--- src/rtl/plusarg_watchdog.sv ---
// Idle-cycle watchdog enabled by a plusarg reader. After a reset holdoff it
// samples plusarg_en once. If that sample is 0 the block parks in DISABLED.
// If it is 1 the block counts consecutive cycles without progress and
// latches a sticky trip when the count reaches limit.
//
// Ports:
//   clock       sole clock
//   reset_n     asynchronous active-low reset
//   plusarg_en  enable from the plusarg reader (sampled once, after holdoff)
//   limit       idle-cycle limit; 0 disables tripping
//   progress    forward-progress pulse; zeroes the idle count
//   clear       restarts counting and acknowledges a trip
//   armed       1 while ARMED
//   tripped     sticky, 1 while TRIPPED
//   trip_pulse  one-cycle pulse on entry to TRIPPED
//   idle_count  current consecutive idle-cycle count
module plusarg_watchdog #(
   parameter int unsigned CNT_W   = 32,
   parameter int unsigned HOLDOFF = 16
) (
   input  logic             clock,
   input  logic             reset_n,
   input  logic             plusarg_en,
   input  logic [CNT_W-1:0] limit,
   input  logic             progress,
   input  logic             clear,
   output logic             armed,
   output logic             tripped,
   output logic             trip_pulse,
   output logic [CNT_W-1:0] idle_count
);

   localparam int unsigned HO_W = (HOLDOFF > 1) ? $clog2(HOLDOFF) : 1;
   localparam logic [HO_W-1:0] HO_LAST = HO_W'(HOLDOFF - 1);

   // Reject a zero holdoff at elaboration.
   if (HOLDOFF < 1) begin : g_holdoff_check
      $error("plusarg_watchdog: HOLDOFF must be >= 1");
   end

   typedef enum logic [1:0] {
      S_HOLDOFF  = 2'd0,
      S_DISABLED = 2'd1,
      S_ARMED    = 2'd2,
      S_TRIPPED  = 2'd3
   } state_t;

   state_t           r_state;
   state_t           w_state_nxt;
   logic [HO_W-1:0]  r_ho_cnt;
   logic [HO_W-1:0]  w_ho_cnt_nxt;
   logic [CNT_W-1:0] r_idle;
   logic [CNT_W-1:0] w_idle_nxt;
   logic [CNT_W-1:0] w_idle_inc;
   logic             w_trip_entry;
   logic             r_armed;
   logic             r_tripped;
   logic             r_trip_pulse;

   // Saturating increment of the idle count.
   always_comb begin
      w_idle_inc = (&r_idle) ? r_idle : r_idle + CNT_W'(1);
   end

   // Next-state and next-count logic.
   always_comb begin
      w_state_nxt  = r_state;
      w_ho_cnt_nxt = r_ho_cnt;
      w_idle_nxt   = r_idle;
      w_trip_entry = 1'b0;
      case (r_state)
         S_HOLDOFF: begin
            if (r_ho_cnt == HO_LAST) begin
               w_idle_nxt = '0;
               // X on the enable falls to DISABLED, as does an explicit 0.
               w_state_nxt = (plusarg_en === 1'b1) ? S_ARMED : S_DISABLED;
            end else begin
               w_ho_cnt_nxt = r_ho_cnt + HO_W'(1);
            end
         end
         S_DISABLED: begin
            w_state_nxt = S_DISABLED;
         end
         S_ARMED: begin
            if (clear || progress) begin
               w_idle_nxt = '0;
            end else begin
               w_idle_nxt = w_idle_inc;
               // Equality only: a limit lowered below the count never trips.
               if ((limit != '0) && (w_idle_inc == limit)) begin
                  w_state_nxt  = S_TRIPPED;
                  w_trip_entry = 1'b1;
               end
            end
         end
         S_TRIPPED: begin
            if (clear) begin
               w_idle_nxt  = '0;
               w_state_nxt = S_ARMED;
            end
         end
         default: begin
            w_state_nxt = S_HOLDOFF;
         end
      endcase
   end

   // State, counters and registered outputs.
   always_ff @(posedge clock or negedge reset_n) begin
      if (!reset_n) begin
         r_state      <= S_HOLDOFF;
         r_ho_cnt     <= '0;
         r_idle       <= '0;
         r_armed      <= 1'b0;
         r_tripped    <= 1'b0;
         r_trip_pulse <= 1'b0;
      end else begin
         r_state      <= w_state_nxt;
         r_ho_cnt     <= w_ho_cnt_nxt;
         r_idle       <= w_idle_nxt;
         r_armed      <= (w_state_nxt == S_ARMED);
         r_tripped    <= (w_state_nxt == S_TRIPPED);
         r_trip_pulse <= w_trip_entry;
      end
   end

`ifndef SYNTHESIS
   // Announce each trip; the harness decides what to do about it.
   always_ff @(posedge clock) begin
      if (reset_n && w_trip_entry) begin
         $display("plusarg_watchdog: tripped at time %0t, limit %0d", $time, limit);
      end
   end
`endif

   assign armed      = r_armed;
   assign tripped    = r_tripped;
   assign trip_pulse = r_trip_pulse;
   assign idle_count = r_idle;

endmodule

--- config.mk ---
export PLATFORM = sky130hd
export DESIGN_NAME = plusarg_watchdog
export DESIGN_NICKNAME = d
export VERILOG_FILES = /design/src/rtl/plusarg_watchdog.sv
export SDC_FILE = /design/constraint.sdc
export NUM_CORES = 1
export LEC_CHECK = 0
export CAP_MARGIN = 5
export CORE_ASPECT_RATIO = 0.9
export CORE_MARGIN = 4
export CORE_UTILIZATION = 48
export DETAILED_ROUTE_END_ITERATION = 8
export PLACE_DENSITY = 0.82
export RECOVER_POWER = 50
export SLEW_MARGIN = 15
export SYNTH_ARGS = -nofsm -noshare
export SYNTH_HDL_FRONTEND = slang
export SYNTH_SLANG_ARGS = --single-unit
--- constraint.sdc ---
create_clock -name clock -period 2.9 [get_ports clock]
set_clock_uncertainty 0.05 [all_clocks]
set_input_delay 0.29 -clock clock [delete_from_list [all_inputs] [get_ports clock]]
set_output_delay 0.29 -clock clock [all_outputs]
set_load 0.01 [all_outputs]
### Word level (Yosys, flattened, before mapping)

Cells that the tools add are included.

| cells by class | value |
|---|---|
| shift-type cells | 0 |
| $lt $le $gt $ge | 0 |
| reduce and logical (&&, ||, !) cells | 8 |
| divide/modulo/power cells | 0 |
| bitwise gates (word level) | 1 |
| mux-type cells | 14 |
| add/subtract/negate cells | 2 |
| equality and inequality tests | 10 |
| multipliers | 0 |

Operators by type and width:

| cell | number |
|---|---|
| $mux W32 | 4 |
| $pmux W32 S3 | 1 |
| $add A32 B1 Y32 const B | 1 |
| $eq A32 B32 Y1 | 1 |
| $reduce_and A32 Y1 | 1 |
| $reduce_bool A32 Y1 | 1 |
| $mux W2 | 5 |
| $eq A2 B2 Y1 const B | 4 |
| $pmux W2 S4 | 1 |
| $add A4 B1 Y4 const B | 1 |
| $eq A4 B4 Y1 const B | 1 |
| $ne A2 B2 Y1 const B | 2 |
| $mux W1 | 3 |
| $reduce_and A3 Y1 | 1 |
| $reduce_bool A3 Y1 | 1 |
| $eq A2 B1 Y1 const B | 1 |
| $logic_not A2 Y1 | 1 |
| $reduce_and A2 Y1 | 1 |
| $eqx A1 B1 Y1 const B | 1 |
| $logic_and A1 B1 Y1 | 1 |
| $logic_or A1 B1 Y1 | 1 |
| $not A1 Y1 | 1 |

| word-level totals | value |
|---|---|
| memory bits (writable) | 0 |
| word-level logic and storage cells | 41 |
| bits of input ports | 37 |
| ROM bits | 0 |
| memories kept | 0 |
| latch bits | 0 |
| flip-flop bits (word level) | 41 |
| output and inout bits | 35 |

### Depth between registers and ports, before layout

| depth | value |
|---|---|
| depth in word-level cells | 8 |
| mapped depth | 12 |
| depth with buffers taken out | 9 |

### Least setup slack after synthesis

No wires, ideal clock.

| timing path | value |
|---|---|
| path type | reg2reg |
| start | reg r_idle[0], in the netlist idle_count[0] |
| end | reg r_tripped, in the netlist tripped |
| buffers on the path | 2 |
| setup slack | -0.120 ns |
| cell stages (with the launch flop) | 12 |
| data required time | 2.773 ns |
| period minus slack after synthesis | 3.020 ns |
| setup time | 0.077 ns |
| data arrival time | 2.893 ns |
| path through | dfrtp_1 > ha_1 > nand3_1 > nor4_2 > buf_4 > buf_4 > nand4_1 > xnor2_1 > nor4_1 > nand4_1 > or4_1 > a21oi_1 |

| on the way | value |
|---|---|
| longest elaborated chain between the ends | 8 |
| elaborated cells between the ends (all ways) | 9 |
| those cells by class | add/sub (1); eq/ne (2); mux (4); reduce/logical (2) |

Ends and longest elaborated chain:

| item | line | source |
|---|---|---|
| start: declaration | 52 | `logic [CNT_W-1:0] r_idle;` |
| start signal: assignment | 120 | `r_idle <= w_idle_nxt;` |
| $add A32 B1 Y32 or $reduce_and A32 Y1 (tied branches) | 62 | `w_idle_inc = (&r_idle) ? r_idle : r_idle + CNT_W'(1);` |
| $mux W32 (*) | 62 |  |
| $eq A32 B32 Y1 (*) | 90 | `if ((limit != '0) && (w_idle_inc == limit)) begin` |
| $logic_and A1 B1 Y1 (*) | 90 |  |
| $mux W2 (*) | 90 |  |
| $mux W2 (*) | 85 | `if (clear \|\| progress) begin` |
| $pmux W2 S4 (*) | 71 | `case (r_state)` |
| $eq A2 B2 Y1 (*) | 122 | `r_tripped <= (w_state_nxt == S_TRIPPED);` |
| end signal: assignment | 122 |  |
| end: declaration | 57 | `logic r_tripped;` |

Mark *: on every way between the ends. The rest lies on a longest branch, timed or not.
A chain may end at the register's enable or synchronous reset.

### Final worst setup path

Same ends and word-level chain as after synthesis.

==> flow_summary_export.csv <==
group,metric,value,unit
timing,rsz0062_at_grt,"yes",
cells_and_area,area_growth,55.1,%
global_route,overflow,0,
critical_path,critical_path_class,"flop to flop",
timing,hold_viol,0,
drt,vias_per_cell,6.49,
critical_path,r2r_start,"idle_count[0]$_DFFE_PN0P_",
synth,syn_area_per_cell,8.12,um^2
drt,wl_per_cell,21.4,um
power_and_ir_drop,p_total,1140,uW
timing,worst_slew_margin_rel,-60.4,%
die,ios,72,
clock_tree,htree_levels,2,
critical_path,rrSetupSlack,-0.02,ns
critical_path,worstPathCellList,"buf_6 -> and4_4 -> nand4_4 -> a211oi_4 -> buf_4 -> nand4_1 -> xnor2_2 -> a2111o_1 -> or4_4 -> a21oi_2",
timing,max_freq,0.342,GHz
critical_path,start_kind,"flop",
timing,hold_slack,0.461,ns
outcome,violations,"capacitance limit, slew limit, setup timing",
critical_path,r2r-end,"tripped$_DFF_PN0_",
synth,synth_ff_type,"dfrtp_1",
drt,wl,15400,um
drt,dr.pass1.iters,6,
timing,min_period,2.92,ns
die,placementRows,29,
synth,synth_area,0.00365,mm^2
placement,place_area,0.00512,mm^2
synth,synthArstFlopShare,100,%
synth,synthTopCellsByCount,"nand2_1 (49), o21ai_0 (47), dfrtp_1 (41)",
synth,synth_edf_count,0,
clock_tree,cts_buffers,5,
critical_path,worstSetupEndpointType,"flop",
worst_hold_path,whs_endpoint,"r_ho_cnt[0]$_DFFE_PN0P_",
clock_tree,clkTransAtPathRegs,0.08,ns
critical_path,critPathTopFamily,"simple AND/OR/NAND/NOR gates",
placement,dp_hpwl,10900,um
cells_and_area,final_area,0.00566,mm^2
clock_tree,insertion_delay,0.31,ns
critical_path,cp_max_fo,3,
drt,drt_iter0_drc,560,
worst_hold_path,holdCritPathClass,"flop to flop",
cells_and_area,antennaDiodeCount,0,
critical_path,crit_arrival,3.12,ns
placement,port_buffers,71,
synth,yosysMostFrequentCell,"nand2_1",
power_and_ir_drop,power_density,201,mW/mm^2
job,drv_cap,1,
timing,worst_pin_slew,2.41,ns
critical_path,cpMaxStageDelayCell,"or4_4",
synth,yosysWarnings,0,
cells_and_area,finalNonFillerCells,716,
global_route,grt_pass1_wl,22900,um
synth,synth.distinct_cells,66,
clock_tree,cts_root_buf,"clkbuf_8",
global_route,grt_max_degree,42,
global_route,antenna_found_initial,0,
timing,finalSetupViolCount,2,
clock_tree,clk_path_buf_depth,2,
die,dieArea,0.00906,mm^2
cells_and_area,drive_gt1_share,31.0,%
timing,slew_violations,42,
critical_path,cp_num_buf_inv,2,
synth,ys_seq_elements,41,
power_and_ir_drop,p_leak,0.00239,uW
outcome,outcome,"finished with violations",
drt,vias,4647,
critical_path,worst_path_largest_cell_delay,0.54,ns
synth,yosysSeqAreaShare,28.1,%
clock_tree,clock-sinks,41,
drt,drc_errors,0,
die,initial_core_util,50.5,%
clock_tree,cts_tree,"yes",
global_route,grt_pass1_vias,4396,
synth,synth_cells,449,
placement,place_congestion,1.03,
critical_path,worstPathRequired,3.09,ns
die,die_w,99.9,um
die,die_h,90.7,um
synth,synthTopCellsByArea,"dfrtp_1 (28%), xnor2_1 (6.5%), o21ai_0 (6.4%)",
cells_and_area,final_nets,661,
clock_tree,ctsHoldBuffers,0,
worst_hold_path,hp-start,"r_ho_cnt[0]$_DFFE_PN0P_",
critical_path,reg2reg_depth,10,
timing,fin_crit_sh,101,%
drt,final_antenna_net_count,0,
global_route,track_usage,32.1,%
timing,setup_ws,-0.0212,ns
placement,dpl.cell_count,686,
cells_and_area,fillers,510,
die,core,0.00722,mm^2
worst_hold_path,whs_path_depth,1,
synth,synth_top_cell_by_area,"dfrtp_1",
synth,synth_nets,488,
power_and_ir_drop,ir_drop,0.000206,V
synth,synth_top_area_share,28.1,%
==> worst max-delay path by stage <==
stage                              start              endpoint  slack [ns]  depth (start not counted)
2_1_floorplan  idle_count[0]$_DFFE_PN0P_     tripped$_DFF_PN0_        0.04                         10
3_3_place_gp   idle_count[0]$_DFFE_PN0P_     tripped$_DFF_PN0_       -0.12                         10
3_5_place_dp   idle_count[8]$_DFFE_PN0P_     tripped$_DFF_PN0_       -0.19                          9
4_1_cts        idle_count[0]$_DFFE_PN0P_  trip_pulse$_DFF_PN0_      -0.005                         10
5_1_grt        idle_count[1]$_DFFE_PN0P_  trip_pulse$_DFF_PN0_       -0.09                         12
6_report       idle_count[0]$_DFFE_PN0P_     tripped$_DFF_PN0_       -0.02                         10
==> worst register-to-register path, delay by kind of cell, from the launching register on <==
family | cells | cell delay, ns
and+or+nand+nor | 4 | 1.09
AOI/OAI and AO/OA | 3 | 0.80
DFF | 1 | 0.40
buffers and inverters | 2 | 0.26
xor gates and xnor gates | 1 | 0.24
==> what timing repair did <==
action / in CTS / in global routing
gates resized for setup: 39 / 25
setup endpoints to repair: 4 / 4
pin swaps: 18 / 18
endpoints found under the hold margin: 0 / 0
buffers inserted: 16 / 6
==> logic make-up after synthesis <==
family,count (synthesis),share of synthesized area [%]
and+or+nand+nor,186,29.6
xor gates and xnor gates,46,11.0
adders and majority gates,3,0.960
muxes,3,0.892
DFF,41,28.1
buffers and inverters,41,6.00
AOI/OAI and AO/OA,129,23.4
==> final cells by class <==
class	count	area, um^2	area share (%)
timing repair buffer	200	1710	30.3
multi-input combinational	367	2680	47.4
clock buffer	8	90.1	1.59
tap	93	116	2.06
sequential	41	1030	18.3
inverter	7	26.3	0.464
==> report_power, final <==
part | leakage, uW | switching (uW) | internal, uW | total (uW)
Sequential | 0.000558 | 0 | 571 | 571
Clock | 0.0000455 | 222 | 195 | 417
Combinational | 0.00179 | 74.2 | 76.6 | 151
Total | 0.00239 | 297 | 842 | 1140
==> state kept, by name, summed over array words and instances (netlist names) <==
| register | cells |
|---|---|
| armed | 1 |
| idle_count | 32 |
| r_ho_cnt | 4 |
| r_state | 2 |
| trip_pulse | 1 |
| tripped | 1 |
==> cell usage in the layout (no fill, tap or decap), types with 5 or more instances in the layout <==
master             n
xnor2_1           25
inv_1              7
and4_1             6
nor2_1            25
o41ai_1            5
o31ai_1            6
a31oi_1            9
or3_1              5
buf_6              5
clkdlybuf4s50_1   61
clkbuf_8           6
nor4_4             5
dlygate4sd3_1      9
nor3_1             7
dfrtp_1           35
nand2b_1           6
nand4_1           22
a21oi_1           22
xor2_1            19
o21ai_0           44
nor4_1            11
buf_4            122
nand2_1           49
dfrtp_2            6
nand3_1           13
and4_4             5
==> through the flow <==
step	setup WS [ns]	util (%)	setup TNS (ns)
finish	-0.0212	78.4	-0.0256
global route	-0.0869	78.4	-0.288
CTS	-0.00528	76.0	-0.00528
detailed placement	-0.190	70.9	-0.265
global placement	-0.116	70.9	-0.249
floorplan	0.0353	-	0
==> routing by layer <==
layer | track usage, % | wire, um | vias up
met3 | 7.34 | 1850 | 60
met2 | 51.7 | 7090 | 343
met4 | 8.87 | 473 | 0
li1 | - | - | 2036
met5 | 0 | 0 | -
met1 | 42.7 | 5940 | 2208
(Power assumes the default switching activity.)
